### src/rtl/alu_seq_pkg.sv
// alu_seq_pkg: shared command, carry-mode and FSM state types for the sequential ALU
package alu_seq_pkg;
  typedef enum logic [1:0] {ADD = 2'd0, SUBTRACT = 2'd1, MULTIPLY = 2'd2, SEL_SPARE = 2'd3} sel_t;
  typedef enum logic {WITH_CARRY = 1'b0, NO_CARRY = 1'b1} mode_t;
  typedef enum logic [1:0] {IDLE = 2'd0, MULT = 2'd1, DONE = 2'd2} alu_state_t;
endpackage

### src/rtl/alu_mult_iter.sv
// alu_mult_iter: iterative shift-add unsigned multiplier, one partial product per cycle over WIDTH cycles
module alu_mult_iter #(
  parameter int WIDTH = 4
) (
  input  logic               Clock,
  input  logic               Reset_N,
  input  logic               start,
  input  logic [WIDTH-1:0]   multiplicand,
  input  logic [WIDTH-1:0]   multiplier,
  output logic [2*WIDTH-1:0] product,
  output logic               done
);
  localparam int CNT_W = $clog2(WIDTH + 1);
  logic [2*WIDTH-1:0] acc, mcand;
  logic [WIDTH-1:0]   mplier;
  logic [CNT_W-1:0]   cnt;
  logic               busy;
  assign product = acc + (mplier[0] ? mcand : '0);
  assign done = busy && cnt == '0;
  always_ff @(posedge Clock or negedge Reset_N) begin
    if (!Reset_N) begin
      acc    <= '0;
      mcand  <= '0;
      mplier <= '0;
      cnt    <= '0;
      busy   <= 1'b0;
    end else if (start) begin
      acc    <= '0;
      mcand  <= {{WIDTH{1'b0}}, multiplicand};
      mplier <= multiplier;
      cnt    <= CNT_W'(WIDTH - 1);
      busy   <= 1'b1;
    end else if (busy) begin
      acc    <= product;
      mcand  <= mcand << 1;
      mplier <= mplier >> 1;
      cnt    <= cnt - 1'b1;
      busy   <= cnt != '0;
    end
  end
endmodule

### src/rtl/alu_seq.sv
// alu_seq: handshaked ALU with single-cycle add/subtract and iterative multiply
module alu_seq
  import alu_seq_pkg::*;
#(
  parameter int WIDTH = 4
) (
  input  logic               Clock,
  input  logic               Reset_N,
  input  logic               In_Valid,
  output logic               In_Ready,
  input  logic [WIDTH-1:0]   Op1,
  input  logic [WIDTH-1:0]   Op2,
  input  sel_t               Sel,
  input  logic               C_In,
  input  mode_t              Mode,
  output logic               Out_Valid,
  input  logic               Out_Ready,
  output logic [2*WIDTH-1:0] Result,
  output logic               Equal,
  output logic               Illegal
);
  alu_state_t state, next_state;
  logic armed, accept, mul_done;
  logic [2*WIDTH-1:0] a, b, cin, alu, product;
  assign accept = In_Valid && In_Ready;
  assign a = {{WIDTH{1'b0}}, Op1};
  assign b = {{WIDTH{1'b0}}, Op2};
  assign cin = {{(2*WIDTH-1){1'b0}}, Mode == WITH_CARRY && C_In};
  assign alu = Sel == ADD ? a + b + cin : Sel == SUBTRACT ? a - b - cin : '0;
  alu_mult_iter #(.WIDTH(WIDTH)) u_mult (
    .Clock        (Clock),
    .Reset_N      (Reset_N),
    .start        (accept && Sel == MULTIPLY),
    .multiplicand (Op1),
    .multiplier   (Op2),
    .product      (product),
    .done         (mul_done)
  );
  always_ff @(posedge Clock or negedge Reset_N) begin
    if (!Reset_N) begin
      state <= IDLE;
      armed <= 1'b0;
    end else begin
      state <= next_state;
      armed <= 1'b1;
    end
  end
  always_comb begin
    next_state = state == IDLE ? (accept ? (Sel == MULTIPLY ? MULT : DONE) : IDLE)
               : state == MULT ? (mul_done ? DONE : MULT)
               : (Out_Ready ? IDLE : DONE);
  end
  always_comb begin
    In_Ready  = armed && state == IDLE;
    Out_Valid = state == DONE;
  end
  always_ff @(posedge Clock or negedge Reset_N) begin
    if (!Reset_N) begin
      Result  <= '0;
      Equal   <= 1'b0;
      Illegal <= 1'b0;
    end else if (accept) begin
      Result  <= alu;
      Equal   <= Op1 == Op2;
      Illegal <= !(Sel inside {ADD, SUBTRACT, MULTIPLY});
    end else if (state == MULT && mul_done) begin
      Result  <= product;
    end
  end
endmodule

### config.mk
export PLATFORM = sky130hd
export DESIGN_NAME = alu_seq
export DESIGN_NICKNAME = d
export VERILOG_FILES = /design/src/rtl/alu_seq_pkg.sv /design/src/rtl/alu_mult_iter.sv /design/src/rtl/alu_seq.sv
export SDC_FILE = /design/constraint.sdc
export NUM_CORES = 1
export LEC_CHECK = 0
export CORE_UTILIZATION = 28
export DETAILED_ROUTE_END_ITERATION = 7
export HOLD_SLACK_MARGIN = 0.08
export PLACE_DENSITY = 0.42
export SYNTH_ARGS = -nofsm -noshare
export SYNTH_HDL_FRONTEND = slang
export SYNTH_SLANG_ARGS = --single-unit
### constraint.sdc
create_clock -name Clock -period 3.2 [get_ports Clock]
set_clock_uncertainty 0.1 [all_clocks]
set_input_delay 0.64 -clock Clock [delete_from_list [all_inputs] [get_ports Clock]]
set_output_delay 0.64 -clock Clock [all_outputs]
set_load 0.03 [all_outputs]
==> reports/summary.txt, run 1 <==
final worst path period need -> 2.96 ns
post-DP HPWL -> 4470 um
Max Buffers Root-to-Sink -> 2
CP Cell Sequence -> clkdlybuf4s50_1, inv_1, ha_1, inv_1, fa_1, inv_1, ha_1, nor2b_2, nand4_1, a21bo_1, a311o_1, mux2i_1
Synth Instances -> 255
fmax -> 0.338 GHz
Avg Cell Area, Syn -> 9.58 sq um
Total Routing Usage GR -> 14.4%
YS warnings -> 0
number of synthesized flops with an enable pin -> 0
most frequent cells after synthesis -> dfrtp_1 (37), ha_1 (18), nand2_1 (18), nor2_1 (18), o21ai_0 (18)
Clock Sinks -> 37
Setup violations, final -> 0
H-tree levels -> 2
FF/Latch Area -> 926 sq um
CP arrival -> 3.08 ns
Initial DRT Pass Iterations -> 4
vias in the first global route -> 1906
slowest stage delay, CP -> 0.45 ns
Initial Util -> 29.3%
FILL cells -> 879
leakage power -> 1.38 nW
Crit Path Max Fanout -> 3
RSZ-0062 raised after global routing -> no
Post-synth top flop -> dfrtp_1
total gr overflow -> 0
antenna viol nets, final -> 0
Yosys top cell by area -> dfrtp_1
clk_lat worst skew -> 0.30 ns
Vias/cell -> 4.85
drt initial violations -> 66
CP delay by family, top -> adder cells
chip height -> 95.4 um
top cell type's share of synthesized area -> 37.9%
layout cells sized above 1 -> 6.62%
VDD IR max -> 238 uV
syn nets -> 293
critical path buffer and inverter count -> 4
Routed Wire Length -> 5850 um
Period Utilization, post-route -> 92.5%
Slew HR -> 43.0%
Num CTS Buffers -> 5
status -> finished, final reports clean
CTS tree -> done
initial antenna violation count -> 0
#FFs+latches synth -> 37
CTS root buf -> clkbuf_8
worst reg2reg path startpoint -> u_mult.mplier[0]
total power -> 2.08 mW
Post-layout nets -> 324
setup bufs post-CTS -> 0
final estimated routing congestion in global placement -> 0.734
Vias -> 1903
die area -> 0.00910 sq mm
DRC errors left -> 0
hold_ws -> 0.349 ns
largest net degree at the start of global routing -> 38
Critical Path RT -> 3.32 ns
Seq/Total Area, Yosys -> 37.9%
die width -> 95.4 um
Crit Path Category -> input pin to flop
Critical Path Start -> Op1[0]
final hold violations -> 0
most common cell in the netlist -> dfrtp_1
Max Cap Viol -> 0
PwrDens -> 701 mW/mm^2
area grow syn2layout -> 21.2%
worst-margin pin slew -> 0.856 ns
most used cell, CP -> inv_1
num rows -> 33
share of flip-flops with an asynchronous set or reset -> 100%
first-pass GRT wire length -> 9750 um
ranking of synthesized cells by area -> dfrtp_1 (38%), ha_1 (9.2%), mux2i_1 (7.0%)
cell total after placement -> 384
clock slew at the register clock pins of the worst setup and hold paths -> 0.08 ns
fin cells -> 392
CP max-delay cell -> clkdlybuf4s50_1
Startpoint Class -> input pin
count of input and output buffers -> 27
multi-input logic area -> 0.00140 sq mm
Final Max Tran Viols -> 0
I/O pin cnt -> 28
n_diodes -> 0
CP Capture Type -> flop
Core Area -> 0.00834 sq mm
Final TNS setup -> 0 ns
average wire per standard cell -> 14.9 um
synthesized area -> 0.00244 sq mm
hold_buf cts -> 0
HP Class -> input pin to asynchronous set/reset pin
number of unique standard cell types used by synthesis -> 42
[power breakdown]
group          switching, mW  leakage, nW  internal [mW]
logic                  0.488        0.849          0.393
clock network          0.183       0.0585          0.255
registers              0.127        0.472          0.631
[timing repair]
action	4_1_cts	5_1_grt
setup endpoints to repair	0	1
resized for setup	0	1
endpoints found under the hold margin	0	0
[layer usage]
metal / part of all wire (%) / vias up / GRT usage, %
li1: - / 954 / -
met1: 49 / 903 / 19.4
met2: 47 / 43 / 23.8
met3: 3.9 / 3 / 3.51
met4: 0.43 / 0 / 2.24
met5: 0 / - / 0
[area by class of cell]
class / count / area share (%)
Clock inverter: 1 / 1.01
Multi-Input combinational cell: 191 / 47.4
Sequential cell: 37 / 31.3
Inverter: 16 / 2.03
Clock buffer: 7 / 2.92
Timing Repair Buffer: 35 / 11.0
Tap cell: 105 / 4.44
[logic make-up (layout without fill, tap and decap cells)]
logic type	after synthesis	in the layout	share of synthesized area, %
buffers and inverters	27	59	4.81
adders and majority gates	22	22	12.5
AOI/OAI and AO/OA	58	58	15.1
muxes	17	17	6.96
and+or+nand+nor	79	79	16.8
other	1	1	0.153
xor gates and xnor gates	14	14	5.79
DFF	37	37	37.9
[state kept, by name, summed over array words and instances (netlist names)]
signal,flops
Illegal,1
u_mult.cnt,3
u_mult.mplier,4
u_mult.mcand,8
armed,1
Result,8
state,2
u_mult.acc,8
u_mult.busy,1
Equal,1
[metrics by stage]
| step | utilization (%) | setup slack, ns | area (sq um) |
|---|---|---|---|
| finish | 35.5 | 0.240 | 2960 |
| CTS | 35.5 | 0.248 | 2960 |
| detailed placement | 34.1 | -0.0575 | 2840 |
| floorplan | - | 0.481 | 2440 |
| global route | 35.5 | 0.0254 | 2960 |
| global placement | 34.1 | -0.0225 | 2840 |
[path summary, 6_finish.rpt]
path / end / cells past startpoint / slack, ns
worst max-delay path: Result[4] / 12 / 0.24
worst min-delay path: u_mult.cnt[1] / 1 / 0.35
worst max register to register: u_mult.acc[6] / 8 / 0.79
worst min register to register: Illegal / 2 / 0.39
max in group asynchronous: u_mult.acc[0] / 1 / 2.11
min in group Clock: Illegal / 2 / 0.39
[cells in the final DEF, fill, tap and decap left out, types with 7 or more instances in the layout]
cell type / count
dfrtp_1: 37
nand2_1: 18
ha_1: 18
nand3_1: 10
and2_1: 8
o21ai_0: 18
clkdlybuf4s50_1: 26
nor2_1: 18
buf_4: 8
inv_1: 16
mux2i_1: 17
a21oi_1: 13
xnor2_1: 7
No activity file was read; power rests on OpenSTA's default activity.
==> inputs of run 2 (changes only) <==
- CORE_MARGIN: default -> 3
==> run 2 against run 1 <==
Against the previous run:
- count of clock-buffer cells in the layout unchanged
- clock power is 12% lower
- sequential share of layout area rose by 0.12 points
- largest power group unchanged
- highest routed layer unchanged
==> reports/summary.txt, run 2 (synthesis gave the netlist of run 1 again) <==
Num CTS Buffers -> 5
Crit Path Category -> input pin to flop
Clock Sinks -> 37
num rows -> 33
Total Routing Usage GR -> 12.8%
fmax -> 0.336 GHz
setup bufs post-CTS -> 0
worst setup slack after layout -> 0.227 ns
RSZ-0062 raised after global routing -> no
Largest regs -> Result: 8 flops, u_mult.acc: 8 flops, u_mult.mcand: 8 flops
Initial Util -> 29.3%
drt initial violations -> 78
Vias/cell -> 4.93
total gr overflow -> 0
post-CTS sizing -> 0
Slew HR -> 41.9%
Max Buffers Root-to-Sink -> 2
Initial DRT Pass Iterations -> 4
post-DP HPWL -> 4380 um
CP Capture Type -> flop
most common cell after layout, fill and taps aside -> dfrtp_1
Max Cap Viol -> 0
PwrDens -> 686 mW/mm^2
final worst path period need -> 2.97 ns
Final Max Tran Viols -> 0
HP Class -> input pin to asynchronous set/reset pin
initial antenna violation count -> 0
FF-to-FF End -> u_mult.acc[6]
VDD IR max -> 220 uV
Place WS -> -0.0689 ns
layout cells sized above 1 -> 6.97%
die area -> 0.00988 sq mm
final hold violations -> 0
Final TNS setup -> 0 ns
worst reg2reg path startpoint -> u_mult.mplier[0]
Vias -> 1932
n_diodes -> 0
worst-margin pin slew -> 0.871 ns
Period Utilization, post-route -> 92.9%
post-layout util -> 35.4%
CTS root buf -> clkbuf_8
cells on worst reg2reg path -> 8
clock slew at the register clock pins of the worst setup and hold paths -> 0.09 ns
Routed Wire Length -> 5840 um
commonest cells after routing, fill and taps aside -> dfrtp_1 (37), clkdlybuf4s50_1 (26), o21ai_0 (18), nand2_1 (18), nor2_1 (18)
die width -> 99.4 um
leakage power -> 1.37 nW
vias in the first global route -> 2011
Post-layout nets -> 324
final estimated routing congestion in global placement -> 0.798
count of input and output buffers -> 27
first-pass GRT wire length -> 10200 um
CP arrival -> 3.09 ns
Crit Path Max Fanout -> 3
Critical Path RT -> 3.31 ns
chip height -> 99.4 um
Startpoint Class -> input pin
H-tree levels -> 2
DRC errors left -> 0
hold_buf cts -> 0
Setup violations, final -> 0
Core Area -> 0.00834 sq mm
R2R setup slack -> 0.77 ns
area grow syn2layout -> 20.7%
I/O pin cnt -> 28
CTS tree -> done
clk_lat worst skew -> 0.29 ns
status -> finished, final reports clean
total power -> 2.02 mW
antenna viol nets, final -> 0
average wire per standard cell -> 14.9 um
largest net degree at the start of global routing -> 38
[run 2: cell types whose count changed in the layout (fill, tap and decap cells not counted)]
cell / previous run / this run
clkbuf_1: 1 / 0
nor2b_1: 3 / 4
ha_1: 18 / 17
ha_2: 0 / 1
clkbuf_8: 6 / 7
nor2b_2: 1 / 0
bufinv_16: 1 / 0
inv_6: 0 / 1
[run 2: report_power, final]
group / leakage (nW) / switching (mW) / total [mW] / internal [mW]
combinational: 0.847 / 0.501 / 0.895 / 0.394
sequential: 0.472 / 0.113 / 0.744 / 0.631
clock: 0.0549 / 0.187 / 0.386 / 0.199
[run 2: how the worst max path moves through the flow]
stage / startpoint / to / slack (ns)
after global routing: Op1[0] / Result[4] / 0.0008
after floorplan: Op1[0] / Result[4] / 0.48
after global placement: Op1[0] / Result[4] / -0.02
after CTS: Op1[0] / Result[4] / 0.23
after detailed placement: Op1[0] / Result[4] / -0.07
final: Op1[0] / Result[4] / 0.23
[run 2: cell type report]
type                            instances  area (sq um)
Multi-Input combinational cell        191          1400
Sequential cell                        37           926
Timing Repair Buffer                   35           325
Inverter                               16          60.1
Fill cell                             873          5390
Tap cell                              105           131
Clock inverter                          1          8.76
Clock buffer                            7          96.3
[run 2: routing by layer]
metal / vias to the layer above / wire [um] / GRT usage, % / share of wire [%]
met4: 0 / 38 / 3.47 / 0.65
met1: 935 / 2940 / 17.6 / 50
met2: 36 / 2650 / 20.6 / 45
li1: 956 / - / - / -
met3: 5 / 213 / 2.59 / 3.6
met5: - / 0 / 0 / 0
[run 2: critical path: stages]
cell             delay, ns
clkdlybuf4s50_1       0.45
inv_1                 0.05
ha_1                  0.22
inv_1                 0.08
fa_1                  0.42
inv_1                 0.09
ha_2                  0.20
nor2b_1               0.14
nand4_1               0.14
a21bo_1               0.21
a311o_1               0.34
mux2i_1               0.11
[run 2: through the flow]
step	instances	hold slack (ns)	instance area, sq um
2_1_floorplan	255	0.244	2440
3_3_place_gp	384	0.363	2840
3_5_place_dp	384	0.372	2840
4_1_cts	392	0.390	2950
5_1_grt	392	0.404	2950
6_report	392	0.344	2950
==> inputs of run 3 (changes only) <==
- CORE_UTILIZATION: 28 -> 53
- PLACE_DENSITY: 0.42 -> 0.72
==> run 3 against run 2 <==
Against the previous run:
- sequential power rose by 1%
- power rose by 2.0%
- utilization rose by 30 points
- register-to-register slack got worse by 0.03 ns
- routed wire length fell by 9.6%
- count of clock-buffer cells in the layout did not move
- clock power rose by 9.1%
- sequential share of layout area rose by 0.62 points
- critical path depth did not move
- die area fell by 45%
- critical path type unchanged
- critical endpoint unchanged
==> reports/summary.txt, run 3 (synthesis gave the netlist of run 1 again) <==
hold_buf cts -> 0
leakage power -> 1.38 nW
FF-to-FF End -> Result[6]
final estimated routing congestion in global placement -> 0.792
fmax -> 0.335 GHz
Crit Path Category -> input pin to flop
average wire per standard cell -> 15.6 um
drt initial violations -> 75
Setup violations, final -> 0
n_diodes -> 0
area grow syn2layout -> 18.4%
DP Area -> 0.00278 sq mm
Max Buffers Root-to-Sink -> 2
Vias/cell -> 5.71
worst-margin pin slew -> 0.835 ns
Slew HR -> 44.3%
I/O pin cnt -> 28
commonest cells after routing, fill and taps aside -> dfrtp_1 (37), clkdlybuf4s50_1 (26)
num rows -> 24
Largest regs -> Result: 8 flops, u_mult.acc: 8 flops, u_mult.mcand: 8 flops
post-DP HPWL -> 3900 um
Total Routing Usage GR -> 21.3%
Num CTS Buffers -> 5
die width -> 73.9 um
worst reg2reg path startpoint -> u_mult.mplier[0]
R2R setup slack -> 0.74 ns
most common cell after layout, fill and taps aside -> dfrtp_1
Crit Path Max Fanout -> 3
post-layout util -> 65.5%
Startpoint Class -> input pin
Max Cap Viol -> 0
worst setup slack after layout -> 0.212 ns
Post-layout nets -> 324
Period Utilization, post-route -> 93.4%
Critical Path RT -> 3.31 ns
cells on worst reg2reg path -> 8
antenna viol nets, final -> 0
chip height -> 73.9 um
CP Capture Type -> flop
largest net degree at the start of global routing -> 38
hold_ws -> 0.348 ns
Routed Wire Length -> 5290 um
clock slew at the register clock pins of the worst setup and hold paths -> 0.08 ns
status -> finished, final reports clean
Vias -> 1935
Final Max Tran Viols -> 0
vias in the first global route -> 1911
Initial Util -> 55.4%
final worst path period need -> 2.99 ns
post-CTS sizing -> 0
Place WS -> -0.0690 ns
setup bufs post-CTS -> 0
final hold violations -> 0
total power -> 2.07 mW
first-pass GRT wire length -> 8980 um
FILL cells -> 378
FF/Latch Area -> 926 sq um
RSZ-0062 raised after global routing -> no
initial antenna violation count -> 0
Clock Sinks -> 37
die area -> 0.00546 sq mm
CTS tree -> done
count of input and output buffers -> 27
VDD IR max -> 376 uV
Initial DRT Pass Iterations -> 4
multi-input logic area -> 0.00140 sq mm
design area -> 0.00289 sq mm
Core Area -> 0.00441 sq mm
layout cells sized above 1 -> 6.27%
clk_lat worst skew -> 0.29 ns
CTS root buf -> clkbuf_8
total gr overflow -> 0
H-tree levels -> 2
DRC errors left -> 0
CP arrival -> 3.10 ns
PwrDens -> 714 mW/mm^2
HP Class -> input pin to asynchronous set/reset pin
-- run 3: cell types whose count changed in the layout (fill, tap and decap cells not counted) --
cell	before	now
bufinv_16	0	1
clkbuf_1	0	1
clkbuf_8	7	6
ha_1	17	18
ha_2	1	0
inv_6	1	0
-- run 3: worst max path at each step --
stage | start | to | slack [ns] | cells past startpoint
global route | Op1[0] | Result[4] | 0.009 | 12
global placement | Op1[0] | Result[4] | 0.02 | 12
floorplan | Op1[0] | Result[4] | 0.48 | 11
detailed placement | Op1[0] | Result[4] | -0.07 | 12
CTS | Op1[0] | Result[4] | 0.22 | 12
finish | Op1[0] | Result[4] | 0.21 | 12
-- run 3: per-layer routing --
metal | wire [um] | up-vias | GRT usage, %
li1 | - | 957 | -
met1 | 2510 | 925 | 29.1
met2 | 2460 | 44 | 34.5
met3 | 221 | 9 | 3.83
met4 | 97 | 0 | 6.64
met5 | 0 | - | 0
-- run 3: area by class of cell --
cell class                      instances  area share [%]
Clock buffer                            7            2.98
Clock inverter                          1            1.04
Inverter                               16            2.08
Multi-Input combinational cell        191            48.4
Sequential cell                        37            32.0
Tap cell                               52            2.25
Timing Repair Buffer                   35            11.2
-- run 3: power by group --
| group | switching, mW | total, mW | internal, mW | leakage (nW) |
|---|---|---|---|---|
| sequential | 0.124 | 0.755 | 0.631 | 0.472 |
| combinational | 0.497 | 0.889 | 0.392 | 0.849 |
| clock | 0.167 | 0.421 | 0.254 | 0.0585 |
-- run 3: worst max-delay path, cell delays in order --
cell             delay, ns
clkdlybuf4s50_1       0.45
inv_1                 0.05
ha_1                  0.21
inv_1                 0.07
fa_1                  0.42
inv_1                 0.09
ha_1                  0.20
nor2b_1               0.15
nand4_1               0.14
a21bo_1               0.21
a311o_1               0.34
mux2i_1               0.12
-- run 3: metrics by stage --
stage	setup TNS (ns)	instances
floorplan	0	255
global placement	0	331
detailed placement	-0.0690	331
CTS	0	339
global route	0	339
finish	0	339
